[src/rtl/alu_16bit_reg.sv]
// Registered MIPS-style ALU built from a ripple chain of 1-bit slices (AND/OR/ADD/SLT).
// Define ALU_OVERFLOW_EN to add a registered signed-overflow output.
module alu_16bit_reg #(
  parameter int WIDTH = 16
) (
  input  logic             clk,
  input  logic             rst,
  input  logic [WIDTH-1:0] a,
  input  logic [WIDTH-1:0] b,
  input  logic             cin,
  input  logic             ainvert,
  input  logic             bnegate,
  input  logic [1:0]       op,
  output logic [WIDTH-1:0] result,
`ifdef ALU_OVERFLOW_EN
  output logic             overflow,
`endif
  output logic             cout,
  output logic             zero
);

  logic [WIDTH-1:0] a_eff;
  logic [WIDTH-1:0] b_eff;
  logic [WIDTH-1:0] and_bits;
  logic [WIDTH-1:0] or_bits;
  logic [WIDTH-1:0] sum_bits;
  logic [WIDTH:0]   carry;
  logic             ovf;
  logic             slt_bit;

  logic [WIDTH-1:0] result_reg;
  logic [WIDTH-1:0] result_next;
  logic             cout_reg;
  logic             cout_next;

  assign carry[0] = cin;

  genvar gi;
  generate
    for (gi = 0; gi < WIDTH; gi++) begin : g_slice
      // One ALU slice: operand inversion, logic ops and a full adder.
      assign a_eff[gi]     = a[gi] ^ ainvert;
      assign b_eff[gi]     = b[gi] ^ bnegate;
      assign and_bits[gi]  = a_eff[gi] & b_eff[gi];
      assign or_bits[gi]   = a_eff[gi] | b_eff[gi];
      assign sum_bits[gi]  = a_eff[gi] ^ b_eff[gi] ^ carry[gi];
      assign carry[gi + 1] = (a_eff[gi] & b_eff[gi]) | (carry[gi] & (a_eff[gi] ^ b_eff[gi]));
    end
  endgenerate

  // Signed overflow corrects the sign bit so SLT is right even when the subtraction overflows.
  assign ovf     = carry[WIDTH] ^ carry[WIDTH-1];
  assign slt_bit = sum_bits[WIDTH-1] ^ ovf;

  always_comb begin
    result_next = '0;
    cout_next   = 1'b0;
    case (op)
      2'b00: result_next = and_bits;
      2'b01: result_next = or_bits;
      2'b10: begin
        result_next = sum_bits;
        cout_next   = carry[WIDTH];
      end
      default: begin
        result_next = {{(WIDTH-1){1'b0}}, slt_bit};
        cout_next   = carry[WIDTH];
      end
    endcase
  end

  always_ff @(posedge clk or posedge rst) begin
    if (rst) begin
      result_reg <= '0;
      cout_reg   <= 1'b0;
    end else begin
      result_reg <= result_next;
      cout_reg   <= cout_next;
    end
  end

`ifdef ALU_OVERFLOW_EN
  logic overflow_reg;

  always_ff @(posedge clk or posedge rst) begin
    if (rst) begin
      overflow_reg <= 1'b0;
    end else begin
      overflow_reg <= op[1] ? ovf : 1'b0;
    end
  end

  assign overflow = overflow_reg;
`endif

  assign result = result_reg;
  assign cout   = cout_reg;
  assign zero   = ~|result_reg;

endmodule

[config.mk]
export PLATFORM = sky130hd
export DESIGN_NAME = alu_16bit_reg
export DESIGN_NICKNAME = d
export VERILOG_FILES = /design/src/rtl/alu_16bit_reg.sv
export SDC_FILE = /design/constraint.sdc
export NUM_CORES = 1
export LEC_CHECK = 0
export CORE_MARGIN = 5
export CORE_UTILIZATION = 53
export CTS_CLUSTER_DIAMETER = 150
export DETAILED_ROUTE_END_ITERATION = 16
export MAX_ROUTING_LAYER = met4
export PLACE_DENSITY = 0.95
export SLEW_MARGIN = 20
export SYNTH_ARGS = -nofsm -noshare
export SYNTH_HDL_FRONTEND = slang
export SYNTH_SLANG_ARGS = --single-unit
[constraint.sdc]
create_clock -name clk -period 2.3 [get_ports clk]
set_clock_uncertainty 0.2 [all_clocks]
set_input_delay 0.46 -clock clk [delete_from_list [all_inputs] [get_ports clk]]
set_output_delay 0.46 -clock clk [all_outputs]
set_load 0.02 [all_outputs]
Word level (Yosys, flattened, before mapping)
Index checks and enable logic that the tools add are counted.

operators by class
  reductions and logical operators = 4
  multiplexer cells = 2
  bitwise logic cells = 130
  eq/ne operators = 2

operators with widths
  kind                                                              count
  1-bit bitwise XOR                                                 66
  16-bit case mux with 3 select lines                               1
  1-bit AND                                                         32
  1-bit bitwise OR                                                  32
  16-bit OR reduction                                               1
  2-bit by 1-bit == test with 1-bit output (second input constant)  1
  2-bit == test (second input constant)                             1
  2-bit zero test                                                   1
  2-bit OR reduction                                                1
  1-bit zero test                                                   1
  1-bit two-way mux                                                 1

storage, ports and cells
  input port bits = 39
  register bits = 17
  logic and storage cells = 140
  output and inout bits = 18

Depth between registers and ports, before layout
  word-level depth = 37
  depth in mapped cells = 26
  depth with buffers taken out = 24

Worst setup path before layout
No wires, ideal clock.

  kind = input to register
  start = input port ainvert
  end = register result_reg[0] (netlist: result[0])
  setup time = 138 ps
  setup slack = -5454 ps
  buffers on the path = 2
  arrival time = 7416 ps
  data required time = 1962 ps
  stages on the path = 26
  cells stage by stage = buf_4 buf_6 xnor2_1 inv_1 fa_1 fa_1 fa_1 inv_1 fa_1 fa_1 fa_1 fa_1 fa_1 fa_1 fa_1 fa_1 fa_1 inv_1 fa_1 inv_1 fa_1 inv_1 fa_1 inv_1 fa_1 mux4_2

on the way
  cells in the longest elaborated chain, start to end = 37
  elaborated cells between the ends (all ways) = 86
  classes of those cells = mux (1); bitwise (85)

RTL lines
  item                                     line    source
  start, declared                          11      input logic ainvert,
  1-bit bitwise XOR                        42      assign a_eff[gi] = a[gi] ^ ainvert;
  1-bit bitwise XOR                        46, 47
  1-bit AND                                47      assign carry[gi + 1] = (a_eff[gi] & b_eff[gi]) | (carry[gi] & (a_eff[gi] ^ b_eff[gi]));
  1-bit bitwise OR                         47
  1-bit AND                                47
  1-bit bitwise OR                         47
  1-bit AND                                47
  1-bit bitwise OR                         47
  [... 22 more ...]                        n/a
  1-bit AND                                47
  1-bit bitwise OR                         47
  1-bit AND                                47
  1-bit bitwise OR                         47
  1-bit bitwise XOR                        52      assign ovf = carry[WIDTH] ^ carry[WIDTH-1];
  1-bit bitwise XOR                        53      assign slt_bit = sum_bits[WIDTH-1] ^ ovf;
  16-bit case mux with 3 select lines (*)  58      case (op)
  named net result_next[0]                 32      logic [WIDTH-1:0] result_next;
  end signal, assigned                     77      result_reg <= result_next;
  end, declared                            31      logic [WIDTH-1:0] result_reg;

Mark *: on every way through the listed nets, which the timed path passes. The rest lies on a longest branch.

Final worst setup path
Same ends and word-level chain as after synthesis.

==> flow_metrics.py <==
metrics = {
    "drt": {
        "met1_length_um": 2166,
        "wl_met2_um": 3241,
        "num_vias": 1811,
        "viasPerCell": 5.031,
        "wl_met3_um": 388,
        "first_iter_violations": 128,
        "routed.top_layer": "met4",
        "post-route-drc-count": 0,
        "routed_wirelength_um": 6074,
        "drtAntennaViolNets": 0,
        "wl_per_cell_um": 16.87,
        "dr.pass1.iters": 4,
    },
    "die": {
        "dieWidth_um": 72.13,
        "die-area_um2": 5202,
        "dieHeight_um": 72.13,
        "row_count": 22,
        "core_um2": 3689,
        "start_util_pct": 55.46,
        "io_pins": 57,
    },
    "placement": {
        "place_area_um2": 3018,
        "placed_cells_incl_taps": 348,
        "hpwl_um": 4498,
        "gp_routability_congestion": 0.8091,
        "port_buffers": 56,
    },
    "timing": {
        "rsz0062_at_grt": "true",
        "max_slew_margin_pct": 59.38,
        "finalSetupTns_ns": -34.17,
        "worst_slew_pin_slew_ns": 0.6093,
        "setup_ws_ns": -4.183,
        "maxSlewViolCount": 0,
        "final_hold_viol_count": 0,
        "period_needed_ns": 6.483,
        "min_period_over_period_pct": 281.9,
        "setup_violations": 15,
        "max_freq_mhz": 154.3,
    },
    "final_layout": {
        "stdcell_area_um2": 3244,
        "multi_input_area_um2": 1513,
        "layout-drive-gt1-share_pct": 33.65,
        "antennaDiodeCount": 0,
        "area_growth_pct": 58.59,
        "final_core_util_pct": 87.96,
        "layoutNonFillerInstCount": 360,
        "num-nets-final": 401,
        "seqCellArea_um2": 425.4,
        "largest_reg_flops": 16,
        "fillerInstances": 168,
    },
    "clock_network": {
        "cts_root_buf": "clkbuf_8",
        "htree_levels": 1,
        "tritoncts": "built",
        "clock_path_buffers": 2,
        "clk_pin_slew_ns": 0.06,
        "numCtsBuffers": 3,
        "cts.sinks": 17,
    },
    "global_route": {
        "grt_pass1_wl_um": 9459,
        "grt_max_degree": 18,
        "grt_pass1_vias": 1997,
        "grt_use_total_pct": 24.38,
        "grt_overflow": 0,
        "antenna_found_initial": 0,
    },
    "synthesis": {
        "syn_inst": 205,
        "yosys_warnings": 0,
        "synth_area_leaders": "dfrtp_1, ha_1, fa_1",
        "synth_cell_type_count": 19,
        "synth_most_common_cell": "inv_1",
        "synth_top_cell_by_area": "dfrtp_1",
        "ys_ff_latch": 17,
        "syn_area_per_cell_um2": 9.979,
        "synth-main-ff-cell": "dfrtp_1",
        "synth_top_area_share_pct": 20.80,
        "yosysSeqAreaShare_pct": 20.80,
        "synth-edff-count": 0,
        "synthesis.area_um2": 2046,
        "syn_nets": 293,
        "synth_common_cells": "inv_1, ha_1, xor2_1",
        "synthArstFlopShare_pct": 100.0,
    },
    "power": {
        "power_density_nw_per_um2": 471.1,
        "p_leak_uw": 0.001648,
        "vdd_drop_max_mv": 0.2156,
    },
    "hold_path": {
        "hold_path.class": "in2async",
    },
    "flow_run": {
        "cap_violations": 0,
    },
    "critical_path": {
        "worst-endpoint-arrival_ns": 6.41,
        "startpoint_type": "primary input",
        "path_class": "in2reg",
        "crit_path_end_kind": "register",
        "path_max_fanout": 2,
        "cp.required_ns": 2.22,
    },
    "status": {
        "violations": "setup timing",
        "status": "complete, but fails checks",
    },
}
[layer usage]
metal  up-vias  global-route usage (%)
met5         -                       -
met4         0                   11.90
met3        26                   2.078
met2        86                   44.19
met1       876                   26.58
li1        823                       -
[cells by family (layout without fill, tap and decap cells)]
group,Yosys count,after routing,synth area share (%)
buf+inv,61,168,13.21
simple gates,15,15,3.854
compound gates,17,17,4.770
xor+xnor,32,32,13.70
flops,17,17,20.80
mux,14,14,7.461
fa+ha+maj,49,49,36.21
[power breakdown]
| part | total (uW) | internal [uW] | switching (uW) |
|---|---|---|---|
| combinational | 933 | 476 | 457 |
| sequential | 380 | 351 | 29.0 |
| clock | 215 | 120 | 95.0 |
| total | 1530 | 948 | 581 |
[metrics by stage]
step           hold WS, ns  power [uW]  setup slack [ns]
2_1_floorplan       0.1861       812.1            -4.232
3_3_place_gp        0.6433        1151            -4.711
3_5_place_dp        0.6518        1220            -4.863
4_1_cts             0.3793        1502            -4.417
5_1_grt             0.4256        1633            -4.315
6_report            0.3664        1529            -4.183
[final timing paths]
check	cells after the start	endpoint	slack, ns	from
min in group clk	3	result[0]$_DFF_PP0_	0.70	cin
max in group asynchronous	2	cout$_DFF_PP0_	1.16	rst
max	25	result[0]$_DFF_PP0_	-4.18	ainvert
min	2	result[8]$_DFF_PP0_	0.37	rst
[placed cells by master (no fill, tap or decap), drive strengths merged]
cell and count:
nand2 7, xnor2 3, o22ai 10, clkbuf 3, and4 1, nand2b 1
fa 17, clkdlybuf4s15 1, buf 60, xor2 29, dlymetal6s2s 1, inv 52
o21ai 7, dfrtp 17, clkinv 1, ha 32, nor4 4, mux2i 13
nor2b 1, and2 1, clkdlybuf4s50 47, dlygate4sd2 3, mux4 1
[layout make-up]
class / instances / area share, %
clock buffer: 3 / 1.273
clock inverter: 1 / 0.1543
inverter: 52 / 6.016
multi-input combinational: 127 / 46.63
sequential: 17 / 13.11
tap: 48 / 1.851
timing repair buffer: 112 / 30.97
[critical path, stage by stage]
cell and delay (ns):
buf_12 0.11, xnor2_4 0.13, inv_2 0.09, fa_2 0.22
fa_2 0.21, fa_2 0.19, inv_2 0.04, fa_2 0.33
fa_2 0.36, fa_2 0.35, fa_2 0.36, fa_2 0.36
fa_2 0.36, fa_2 0.36, fa_2 0.35, fa_2 0.35
inv_2 0.07, fa_2 0.19, inv_2 0.04, fa_2 0.35
inv_2 0.08, fa_2 0.23, inv_2 0.04, fa_2 0.31
mux4_2 0.47
[repair_timing]
action,in CTS,in global routing
hold buffers,0,0
buffers inserted,6,3
pin swaps,21,17
gates resized for setup,42,12
endpoints found under the setup margin,18,16
Note: power is estimated with default switching activity, not from simulation.
